[src/rtl/kronos_pkg.sv]
// Shared constants for the Kronos compare path.
//   cmp_code_e : 2-bit compare code (EQ / op1<op2 / op1>op2).
//   F3_*       : RISC-V funct3 encodings understood by the compare sequencer.
//   f3_is_signed / f3_result : helpers mapping funct3 to signedness and to
//                              the final taken/SLT bit.
package kronos_pkg;

  typedef enum logic [1:0] {
    CMP_EQ = 2'b00,
    CMP_LT = 2'b01,
    CMP_GT = 2'b10
  } cmp_code_e;

  localparam logic [2:0] F3_EQ   = 3'b000;
  localparam logic [2:0] F3_NE   = 3'b001;
  localparam logic [2:0] F3_SLT  = 3'b010;
  localparam logic [2:0] F3_SLTU = 3'b011;
  localparam logic [2:0] F3_LT   = 3'b100;
  localparam logic [2:0] F3_GE   = 3'b101;
  localparam logic [2:0] F3_LTU  = 3'b110;
  localparam logic [2:0] F3_GEU  = 3'b111;

  function automatic logic f3_is_signed(input logic [2:0] f3);
    return (f3 == F3_SLT) || (f3 == F3_LT) || (f3 == F3_GE);
  endfunction

  function automatic logic f3_result(input logic [2:0] f3, input logic [1:0] code);
    logic r;
    case (f3)
      F3_EQ:                        r = (code == CMP_EQ);
      F3_NE:                        r = (code != CMP_EQ);
      F3_GE, F3_GEU:                r = (code != CMP_LT);
      default:                      r = (code == CMP_LT); // SLT/SLTU/LT/LTU
    endcase
    return r;
  endfunction

endpackage

[src/rtl/kronos_cmp8.sv]
// Combinational byte comparator.
//   a, b : byte operands
//   sgn  : treat both bytes as two's complement
//   c    : compare code (00 eq, 01 a<b, 10 a>b)
module kronos_cmp8
  import kronos_pkg::*;
(
  input  logic [7:0] a,
  input  logic [7:0] b,
  input  logic       sgn,
  output logic [1:0] c
);

  // Extend to 9 bits so one signed compare covers both modes.
  logic signed [8:0] a_x;
  logic signed [8:0] b_x;

  always_comb begin
    a_x = {sgn & a[7], a};
    b_x = {sgn & b[7], b};
    if (a == b)
      c = CMP_EQ;
    else if (a_x < b_x)
      c = CMP_LT;
    else
      c = CMP_GT;
  end

endmodule

[src/rtl/kronos_cmp_seq.sv]
// Multi-cycle 32-bit compare sequencer. Walks the operand byte lanes MSB
// first through one byte comparator and reports the first differing lane.
//   EARLY_EXIT : 1 = stop at first non-equal lane, 0 = always scan 4 lanes
//   clk, rst   : clock, asynchronous active-high reset
//   in_valid/in_ready, op1, op2, funct3 : request handshake and operands
//   out_valid/out_ready, cmp, result    : response handshake, compare code
//                                         and taken/SLT bit
module kronos_cmp_seq
  import kronos_pkg::*;
#(
  parameter int EARLY_EXIT = 1
) (
  input  logic        clk,
  input  logic        rst,
  input  logic        in_valid,
  output logic        in_ready,
  input  logic [31:0] op1,
  input  logic [31:0] op2,
  input  logic [2:0]  funct3,
  output logic        out_valid,
  input  logic        out_ready,
  output logic [1:0]  cmp,
  output logic        result
);

  typedef enum logic [1:0] {
    S_IDLE,
    S_CMP,
    S_DONE
  } state_e;

  state_e      state_q, state_d;
  logic [1:0]  lane_q, lane_d;
  logic [1:0]  code_q, code_d;
  logic [31:0] op1_q, op2_q;
  logic [2:0]  f3_q;
  logic        sgn_q;

  logic        accept;
  logic [7:0]  lane_a, lane_b;
  logic        lane_sgn;
  logic [1:0]  lane_c;

  // Lane mux: only the top byte carries the sign.
  always_comb begin
    lane_a   = op1_q[{lane_q, 3'b000} +: 8];
    lane_b   = op2_q[{lane_q, 3'b000} +: 8];
    lane_sgn = sgn_q & (lane_q == 2'd3);
  end

  kronos_cmp8 u_cmp8 (
    .a   (lane_a),
    .b   (lane_b),
    .sgn (lane_sgn),
    .c   (lane_c)
  );

  assign accept = (state_q == S_IDLE) & in_valid;

  always_comb begin
    state_d   = state_q;
    lane_d    = lane_q;
    code_d    = code_q;
    in_ready  = 1'b0;
    out_valid = 1'b0;
    cmp       = CMP_EQ;
    result    = 1'b0;
    case (state_q)
      S_IDLE: begin
        in_ready = 1'b1;
        if (in_valid) begin
          state_d = S_CMP;
          lane_d  = 2'd3;
          code_d  = CMP_EQ;
        end
      end
      S_CMP: begin
        // The first non-equal lane decides; later lanes cannot override it.
        if (code_q == CMP_EQ)
          code_d = lane_c;
        if (((EARLY_EXIT != 0) && (lane_c != CMP_EQ)) || (lane_q == 2'd0))
          state_d = S_DONE;
        else
          lane_d = lane_q - 2'd1;
      end
      S_DONE: begin
        out_valid = 1'b1;
        cmp       = code_q;
        result    = f3_result(f3_q, code_q);
        if (out_ready)
          state_d = S_IDLE;
      end
      default: state_d = S_IDLE;
    endcase
  end

  always_ff @(posedge clk or posedge rst) begin
    if (rst) begin
      state_q <= S_IDLE;
      lane_q  <= 2'd3;
      code_q  <= CMP_EQ;
    end else begin
      state_q <= state_d;
      lane_q  <= lane_d;
      code_q  <= code_d;
    end
  end

  // Operand capture is data only and needs no reset.
  always_ff @(posedge clk) begin
    if (accept) begin
      op1_q <= op1;
      op2_q <= op2;
      f3_q  <= funct3;
      sgn_q <= f3_is_signed(funct3);
    end
  end

endmodule

[config.mk]
export PLATFORM = sky130hd
export DESIGN_NAME = kronos_cmp_seq
export DESIGN_NICKNAME = d
export VERILOG_FILES = /design/src/rtl/kronos_pkg.sv /design/src/rtl/kronos_cmp8.sv /design/src/rtl/kronos_cmp_seq.sv
export SDC_FILE = /design/constraint.sdc
export NUM_CORES = 1
export LEC_CHECK = 0
export CORE_MARGIN = 4
export CORE_UTILIZATION = 35
export DETAILED_ROUTE_END_ITERATION = 16
export SYNTH_ARGS = -nofsm -noshare
export SYNTH_HDL_FRONTEND = slang
export SYNTH_SLANG_ARGS = --single-unit
export TNS_END_PERCENT = 30
[constraint.sdc]
create_clock -name clk -period 3.2 [get_ports clk]
set_clock_uncertainty 0.15 [all_clocks]
set_input_delay 0.32 -clock clk [delete_from_list [all_inputs] [get_ports clk]]
set_output_delay 0.32 -clock clk [all_outputs]
set_load 0.005 [all_outputs]
==> run_results.csv <==
group,metric,value,unit
hold_path,hold_path.class,"in -> async",
global_routing,grt_first_pass_wirelength,9040,um
cts,clock-sinks,74,
global_routing,grt_max_degree,59,
cts,clock_path_buffers,2,
pwr,total_power,0.00248,W
synth,ys.flop_type,"edfxtp_1",
final_layout,layout.cells.non_filler,362,
floorplanning,num_io_pins,76,
cts,numCtsBuffers,9,
synth,synth_area,3070,sq um
cts,post_cts_buffers,0,
final_layout,fin_util,49.4,%
timing,slew_violations,0,
worst_setup_path,cpPeakStageDelay,690,ps
synth,synth-xor-area-share,0,%
timing,finalHoldViolCount,0,
final_layout,syn_to_final_growth,34.8,%
routing,routed_wl,5590,um
placed_design,dpl.cell_count,346,
pwr,leakage,1.50,nW
timing,holdWs,58.3,ps
floorplanning,initial_core_util,36.7,%
placed_design,portBuffers,75,
routing,wl_met1,2460,um
worst_setup_path,start_kind,"flop",
timing,finalCritPeriodShare,88.3,%
cts,cts_tree,"yes",
global_routing,grt_antenna_before_repair,0,
floorplanning,core,8380,sq um
timing,tns,0,ps
timing,relSlewSlack,69.1,%
cts,path_clk_slew,70,ps
final_layout,antenna_cells,0,
synth,syn_area_per_cell,18.4,sq um
cts,clk_latency,330,ps
timing,max_freq,354,MHz
global_routing,grt_pass1_vias,1865,
cts,postCtsResizedCells,0,
global_routing,gr-total-overflow,0,
routing,first_pass_iters,4,
cts,htreeDepth,3,
synth,synthArstFlopShare,8.11,%
routing,postRouteAntennaNets,0,
cts,clockRootBuffer,"clkbuf_8",
timing,worstMarginPinSlew,460,ps
worst_setup_path,required,3280,ps
synth,muxShareOfSynthArea,12.1,%
synth,synth_seq_cells,74,
worst_setup_path,critPathCaptureType,"flop",
floorplanning,die_y,102,um
status,status,"finished, final reports clean",
synth,netlist_instances,167,
routing,viasPerCell,4.73,
worst_setup_path,cp.buffers_inverters,2,
pwr,p_per_area,598,nW/um^2
routing,num_vias,1713,
worst_setup_path,cp_max_fo,10,
flow_run,cap_violations,0,
worst_setup_path,cp.arrival,2900,ps
timing,rsz0062_at_grt,"no",
final_layout,drive_gt1_share,16.3,%
worst_setup_path,path_class,"reg -> reg",
worst_setup_path,crit_chain,"buf_12, mux4_2, inv_1, ha_1, a21o_1, a2111oi_2, a31o_1, o21ai_2",
worst_setup_path,rrSetupSlack,370,ps
routing,drc,0,
pwr,ir_drop,0.302,mV
routing,dr.first_iter.drc_count,59,
synth,synth_adder_area_share,4.48,%
routing,wl_met2,2640,um
synth,ys_seq_area_share,71.4,%
synth,synth_edf_count,68,
routing,top_layer,"met4",
synth,synth_nets,249,
timing,setup_viol,0,
cts,cts_hold_buf,0,
final_layout,layout.nets,334,
timing,period_minus_slack,2830,ps
synth,synthSimpleGateAreaFrac,5.62,%
synth,synth_cell_types,37,
floorplanning,rows,33,
routing,wire_per_inst,15.4,um
worst_setup_path,crit_family,"compound AO/OA/AOI/OAI gates",
final_layout,num-fill-cells,717,
floorplanning,die_area,10300,sq um
placed_design,place_congestion,0.823,
synth,synth_compound_area_share,3.66,%
synth,yosysWarnings,0,
floorplanning,die_w,102,um
routing,met3_length,439,um
worst_setup_path,crit_path_top_delay_cell,"dfstp_2",
global_routing,grt_usage,11.8,%
synth,synth_top_family_by_area,"multiplexers",
placed_design,hpwl,4070,um
[metrics by stage]
| stage | instance area (sq um) | setup WS, ps |
|---|---|---|
| floorplan | 3070 | 380 |
| global placement | 3980 | 386 |
| detailed placement | 3980 | 368 |
| CTS | 4140 | 345 |
| global route | 4140 | 113 |
| finish | 4140 | 374 |
[per-layer routing]
layer / vias up / global-route usage, %
met3: 9 / 5.03
met4: 0 / 4.09
met1: 809 / 14.9
li1: 833 / -
met5: - / 0
met2: 62 / 18.2
[report_power, final]
group	leakage (nW)	switching, W	total, W	internal (W)
clock network	0.0791	0.000334	0.000612	0.000278
logic	0.707	0.000246	0.000518	0.000272
registers	0.713	0.0000619	0.00135	0.00129
[flip-flops by register name (all words and copies together), names as in the netlist]
name,flops
state_q,2
sgn_q,1
f3_q,3
op1_q,32
op2_q,32
lane_q,2
code_q,2
[layout by cell type (no fill, tap or decap), drive strengths merged, types with 2 or more instances in the layout]
master / Yosys / layout
nor2b: 2 / 2
o22ai: 2 / 2
clkdlybuf4s50: 0 / 75
nand2: 4 / 4
nand4: 3 / 3
and3: 2 / 2
nor3: 3 / 3
inv: 15 / 16
mux4: 16 / 16
clkinv: 0 / 3
nand3: 2 / 2
dfrtp: 4 / 4
and2: 2 / 2
ha: 11 / 11
clkinvlp: 0 / 3
a21oi: 2 / 2
dfstp: 2 / 2
clkbuf: 0 / 9
nand2b: 2 / 2
edfxtp: 68 / 68
buf: 4 / 3
nor2: 4 / 4
o21ai: 5 / 5
[final timing paths]
path,start,end,cells after the start
max in group asynchronous,rst,lane_q[0],2
min reg2reg,code_q[0],code_q[0],2
max,lane_q[0],code_q[1],8
min,rst,state_q[1],2
min in group clk,op1[8],op1_q[8],1
max reg2reg,lane_q[0],code_q[1],8
[synthesized netlist by cell type (all sizes together) (2+ instances only)]
library cell	n	area, sq um
nand3	2	10.0
nor2	4	15.0
and2	2	12.5
o22ai	2	12.5
dfrtp	4	100
buf	4	28.8
dfstp	2	52.6
inv	15	56.3
and3	2	12.5
nand4	3	18.8
edfxtp	68	2040
ha	11	138
nor2b	2	12.5
nand2	4	15.0
mux4	16	360
a21oi	2	10.0
o21ai	5	28.8
nand2b	2	12.5
nor3	3	15.0
[cell families after synthesis]
| kind of cell | count (synthesis) |
|---|---|
| compound gates | 16 |
| buf+inv | 19 |
| fa+ha+maj | 11 |
| mux | 17 |
| simple gates | 30 |
| flops | 74 |
[area by class of cell]
class	count	area, sq um	share of cell area [%]
Sequential cell	74	2190	53.0
Timing Repair Buffer	78	798	19.3
Multi-Input combinational cell	74	795	19.2
Tap cell	105	131	3.17
Clock buffer	9	124	2.99
Inverter	15	56.3	1.36
Clock inverter	7	45.0	1.09
[worst reg2reg max path: stages, from the launching register on]
cell and delay, ps:
dfstp_2 690, buf_12 190, mux4_2 490, inv_1 70, ha_1 270, a21o_1 210
a2111oi_2 400, a31o_1 210, o21ai_2 50
Power figures use the tool's default switching activity.
